==> src/rtl/mdu_seq_pkg.sv <==
// Shared EX-stage decode constants and the multiply/divide sequencer state encoding.
package mdu_seq_pkg;

    localparam logic [5:0] F_add   = 6'd32;
    localparam logic [5:0] F_sub   = 6'd34;
    localparam logic [5:0] F_and   = 6'd36;
    localparam logic [5:0] F_or    = 6'd37;
    localparam logic [5:0] F_slt   = 6'd42;
    localparam logic [5:0] F_srl   = 6'd2;

    localparam logic [5:0] F_mfhi  = 6'd16;
    localparam logic [5:0] F_mflo  = 6'd18;
    localparam logic [5:0] F_multu = 6'd25;
    localparam logic [5:0] F_divu  = 6'd27;

    typedef enum logic [1:0] {
        IDLE = 2'b00,
        MUL  = 2'b01,
        DIV  = 2'b10
    } state_t;

    // Any funct that touches HI/LO or the unit and must wait for an op in flight
    function automatic logic is_mdu_op(input logic [5:0] f);
        return (f == F_mfhi) || (f == F_mflo) || (f == F_multu) || (f == F_divu);
    endfunction

endpackage

==> src/rtl/mdu_step.sv <==
// One multiply (shift-add) or divide (restoring shift-subtract) iteration on the working register.
module mdu_step #(
    parameter int unsigned WIDTH = 32
) (
    input  logic                 is_div,
    input  logic [2*WIDTH-1:0]   acc,
    input  logic [WIDTH-1:0]     opnd,
    output logic [2*WIDTH-1:0]   acc_next
);

    logic [WIDTH:0]   sum;
    logic [WIDTH-1:0] rem_sh;
    logic [WIDTH:0]   trial;

    // Multiply: acc = {partial product, remaining multiplier}; divide: acc = {remainder, dividend/quotient}
    always_comb begin
        sum      = {1'b0, acc[2*WIDTH-1:WIDTH]} + {1'b0, opnd};
        rem_sh   = {acc[2*WIDTH-2:WIDTH], acc[WIDTH-1]};
        trial    = {acc[2*WIDTH-1], rem_sh} - {1'b0, opnd};
        acc_next = '0;
        if (is_div) begin
            if (!trial[WIDTH]) begin
                acc_next = {trial[WIDTH-1:0], acc[WIDTH-2:0], 1'b1};
            end else begin
                acc_next = {rem_sh, acc[WIDTH-2:0], 1'b0};
            end
        end else if (acc[0]) begin
            acc_next = {sum, acc[WIDTH-1:1]};
        end else begin
            acc_next = {1'b0, acc[2*WIDTH-1:1]};
        end
    end

endmodule

==> src/rtl/mdu_seq.sv <==
// Iterative unsigned MULTU/DIVU sequencer holding architectural HI/LO, with EX-stage stall and MFHI/MFLO read.
module mdu_seq
    import mdu_seq_pkg::*;
#(
    parameter int unsigned WIDTH = 32,
    parameter int unsigned CNT_W = 5
) (
    input  logic             clk,
    input  logic             rst,
    input  logic             ex_valid,
    input  logic [5:0]       funct,
    input  logic [WIDTH-1:0] src_a,
    input  logic [WIDTH-1:0] src_b,
    output logic             busy,
    output logic             done,
    output logic             stall,
    output logic [WIDTH-1:0] hi,
    output logic [WIDTH-1:0] lo,
    output logic [WIDTH-1:0] rd_data
);

    state_t             state;
    logic [CNT_W-1:0]   cnt;
    logic [2*WIDTH-1:0] acc;
    logic [2*WIDTH-1:0] acc_next;
    logic [WIDTH-1:0]   opnd;
    logic               start;
    logic               start_div;
    logic               step_div;
    logic               last;

    assign busy      = (state != IDLE);
    assign start_div = (funct == F_divu);
    assign start     = ex_valid & ~busy & ((funct == F_multu) | start_div);
    assign stall     = ex_valid & busy & is_mdu_op(funct);
    assign rd_data   = (funct == F_mfhi) ? hi : lo;
    assign step_div  = (state == DIV);
    assign last      = (cnt == CNT_W'(WIDTH - 1));

    mdu_step #(
        .WIDTH (WIDTH)
    ) u_step (
        .is_div   (step_div),
        .acc      (acc),
        .opnd     (opnd),
        .acc_next (acc_next)
    );

    // Sequencer: capture operands on start, iterate, commit HI/LO on the final step
    always_ff @(posedge clk) begin
        if (rst) begin
            state <= IDLE;
            cnt   <= '0;
            acc   <= '0;
            opnd  <= '0;
            hi    <= '0;
            lo    <= '0;
            done  <= 1'b0;
        end else begin
            done <= 1'b0;
            case (state)
                IDLE: begin
                    if (start) begin
                        cnt   <= '0;
                        acc   <= {WIDTH'(0), (start_div ? src_a : src_b)};
                        opnd  <= start_div ? src_b : src_a;
                        state <= start_div ? DIV : MUL;
                    end
                end
                MUL, DIV: begin
                    if (step_div && (opnd == '0)) begin
                        // Divide by zero: dividend to HI, all-ones quotient, no iterations
                        hi    <= acc[WIDTH-1:0];
                        lo    <= '1;
                        done  <= 1'b1;
                        state <= IDLE;
                    end else begin
                        acc <= acc_next;
                        cnt <= cnt + CNT_W'(1);
                        if (last) begin
                            hi    <= acc_next[2*WIDTH-1:WIDTH];
                            lo    <= acc_next[WIDTH-1:0];
                            done  <= 1'b1;
                            state <= IDLE;
                        end
                    end
                end
                default: state <= IDLE;
            endcase
        end
    end

endmodule
==> config.mk <==
export PLATFORM = sky130hd
export DESIGN_NAME = mdu_seq
export DESIGN_NICKNAME = d
export VERILOG_FILES = /design/src/rtl/mdu_seq_pkg.sv /design/src/rtl/mdu_step.sv /design/src/rtl/mdu_seq.sv
export SDC_FILE = /design/constraint.sdc
export NUM_CORES = 1
export LEC_CHECK = 0
export ABC_AREA = 1
export CELL_PAD_IN_SITES_DETAIL_PLACEMENT = 0
export CELL_PAD_IN_SITES_GLOBAL_PLACEMENT = 1
export CORE_MARGIN = 5
export CORE_UTILIZATION = 42
export CTS_CLUSTER_DIAMETER = 60
export DETAILED_ROUTE_END_ITERATION = 8
export PLACE_DENSITY_LB_ADDON = 0.1
export SYNTH_ARGS = -nofsm -noshare
export SYNTH_HDL_FRONTEND = slang
export SYNTH_SLANG_ARGS = --single-unit
==> constraint.sdc <==
create_clock -name clk -period 6.3 [get_ports clk]
set_clock_uncertainty 0.15 [all_clocks]
set_input_delay 0.63 -clock clk [delete_from_list [all_inputs] [get_ports clk]]
set_output_delay 0.63 -clock clk [all_outputs]
set_load 0.02 [all_outputs]
==> impl_metrics.tcl <==
set metrics [dict create \
    cp_max_fo 41 \
    grt_pass1_vias 14350 \
    syn2layout_area_growth_pct 18.16 \
    crit_type "register to register" \
    dr.pass1.iters 5 \
    async_flop_share_pct 0 \
    globalplace.congestion 1.009 \
    critPathCaptureType "register" \
    powerDensity_mw_per_mm2 243.2 \
    grt_max_degree 66 \
    grt_overflow_total 0 \
    start_util_pct 42.53 \
    cts_tree "done" \
    avgSynthCellArea_um2 5.985 \
    setup_violations 0 \
    io_buffer_count 171 \
    antennaDiodeCount 0 \
    clock_latency_ns 0.44 \
    cp_num_buf_inv 5 \
    yosys-top-cells-count "nand2_1, inv_1, a21oi_1" \
    track_usage_pct 29.90 \
    worstMarginPinSlew_ns 0.8206 \
    max_cap_violations 0 \
    finalPower_mw 3.856 \
    dieArea_mm2 0.03562 \
    cts_made_buffers 17 \
    slew_violations 0 \
    status "complete, no violations" \
    ant_nets 0 \
    cts_resized 0 \
    drt_iter0_markers 1225 \
    post-cts-setup-buffers 0 \
    crit_family "simple AND/OR/NAND/NOR gates" \
    synth_top_flop_cell "dfxtp_1" \
    synth_largest_area_cell "dfxtp_1" \
    syn_area_mm2 0.01342 \
    clk_pin_slew_worst_paths_ns 0.07 \
    rows 65 \
    rsz0062_at_grt "no" \
    clkSinkCount 168 \
    synth_nets 2385 \
    synth_top_area_share_pct 25.06 \
    synth_cells 2242 \
    core_area_mm2 0.03156 \
    routed_wl_um 55500 \
    clock-root-buffer "clkbuf_16" \
    hold_violations 0 \
    setup_slack_ns 1.693 \
    cp_cell_sequence "inv_1 -> ha_4 -> inv_2 -> nor3_1 -> nand3_1 -> nor2_2 -> buf_4 -> inv_2 -> nand2_1 -> nand2_2 -> nand2_2 -> inv_2 -> nand3_1 -> a21oi_1" \
    cts_buffer_depth 2 \
    hold_class "register to register" \
    finalSetupTns_ns 0 \
    yosysMostFrequentCell "nand2_1" \
    fmax_ghz 0.2171 \
    vias 14960 \
    yosysWarnings 0 \
    ios 172 \
    nets 2487 \
    holdBufCountCts 0 \
    worst_ep_required_time_ns 6.44 \
    relSlewSlack_pct 45.21 \
    multiInputGateArea_mm2 0.008583 \
    ys_top_cells_by_area "dfxtp_1, nand2_1, a21oi_1" \
    vdd_drop_max_mv 0.1942 \
    via_per_inst 5.431 \
    grt_pass1_wl_um 83460 \
    synth-seq-cells 168 \
    synth_cell_type_count 45 \
    slowest_delay_ns 0.59 \
    startpoint_type "register" \
    final_area_mm2 0.01586 \
    die_w_um 188.7 \
    fin_crit_ns 4.607 \
    post-dp-hpwl_um 43400 \
    crit_arrival_ns 4.74 \
    wl_per_cell_um 20.14 \
    cpMostUsedCell "inv_2" \
    antenna_found_initial 0 \
    h-tree-depth 4 \
    yosysSeqAreaShare_pct 25.06 \
    register_area_mm2 0.003363 \
    post_dp_cell_area_mm2 0.01528 \
    die_h_um 188.7 \
    layout-drive-gt1-share_pct 5.015 \
    drc 0 \
    cp_slowest_cell "nand2_2" \
    fillers 3386 \
    fin_crit_sh_pct 73.12 \
    dp_slack_ns 1.801 \
    synth-edff-count 0 \
    leakage_nw 7.201 \
]
## layout make-up
| class | instances | area share, % |
|---|---|---|
| inverter | 274 | 6.494 |
| multi-input combinational | 1700 | 54.13 |
| clock buffer | 19 | 2.856 |
| timing repair buffer | 183 | 11.33 |
| tap | 402 | 3.172 |
| clock inverter | 9 | 0.8049 |
| sequential | 168 | 21.21 |
## flip-flops by register name (all words and copies together) (netlist names)
signal / cells
acc: 64
hi: 32
lo: 32
opnd: 32
cnt: 5
state: 2
done: 1
## kinds of logic after synthesis
kind of cell / synth area share, %
compound gates: 19.89
buf+inv: 11.13
simple gates: 31.96
mux: 3.944
flops: 25.06
fa+ha+maj: 6.639
xor+xnor: 1.371
## where the power goes
part	total (mW)	internal, mW	switching [mW]
clock	1.08	0.633	0.442
sequential	1.22	1.14	0.0795
combinational	1.57	0.500	1.07
## routing by layer
| layer | up-vias | share of wire [%] | wire (um) | global-route usage, % |
|---|---|---|---|---|
| met5 | - | 0 | 0 | 0 |
| met4 | 0 | 3.3 | 1853 | 10.15 |
| met3 | 94 | 7.4 | 4113 | 5.650 |
| met2 | 579 | 45 | 24740 | 47.56 |
| met1 | 6822 | 45 | 24790 | 40.86 |
| li1 | 7467 | - | - | - |
## per-stage QoR
stage	hold slack [ns]	util [%]	std cells
6_report	0.3378	50.25	2755
5_1_grt	0.3727	50.25	2755
4_1_cts	0.3357	50.25	2755
3_5_place_dp	0.3267	48.41	2727
3_3_place_gp	0.3061	48.41	2727
2_1_floorplan	0.2979	-	2242
## placed cells by master (no fill, tap or decap), types with 3 or more instances in the layout
cell type | Yosys | routed
o21a_1 | 20 | 20
inv_1 | 264 | 262
a21oi_2 | 5 | 5
clkinvlp_4 | 0 | 3
xnor2_1 | 10 | 10
clkbuf_16 | 0 | 17
o21ai_1 | 10 | 10
nand2_1 | 705 | 704
o22ai_1 | 5 | 5
nand3_1 | 106 | 106
a21oi_1 | 236 | 236
bufinv_16 | 0 | 3
nand4_1 | 13 | 13
nor3_1 | 14 | 14
mux2i_1 | 18 | 18
o211ai_1 | 3 | 3
clkdlybuf4s50_1 | 0 | 170
mux2_2 | 31 | 31
nor4_1 | 5 | 5
o21ai_0 | 177 | 177
dfxtp_1 | 168 | 168
buf_4 | 10 | 12
nand3b_1 | 4 | 4
ha_1 | 68 | 67
a31oi_1 | 41 | 41
nor2_1 | 177 | 177
inv_2 | 9 | 11
nand2_2 | 10 | 11
nand3_2 | 4 | 4
xor2_1 | 11 | 11
clkinv_2 | 1 | 4
or2_2 | 9 | 9
## path summary, 6_finish.rpt
kind,start,to,slack [ns],cells after the start
worst max register to register,state[0]$_SDFFE_PP0P_,acc[37]$_SDFFE_PP0P_,1.69,14
worst max-delay path,state[0]$_SDFFE_PP0P_,acc[37]$_SDFFE_PP0P_,1.69,14
worst min-delay path,cnt[4]$_SDFFE_PP0P_,cnt[4]$_SDFFE_PP0P_,0.34,2
worst min register to register,cnt[4]$_SDFFE_PP0P_,cnt[4]$_SDFFE_PP0P_,0.34,2
## tightest hold or removal path, cell delays in order, from the launching register on
cell	delay [ns]
dfxtp_1	0.31
nand2_1	0.07
a21oi_1	0.06
(Power assumes the default switching activity.)
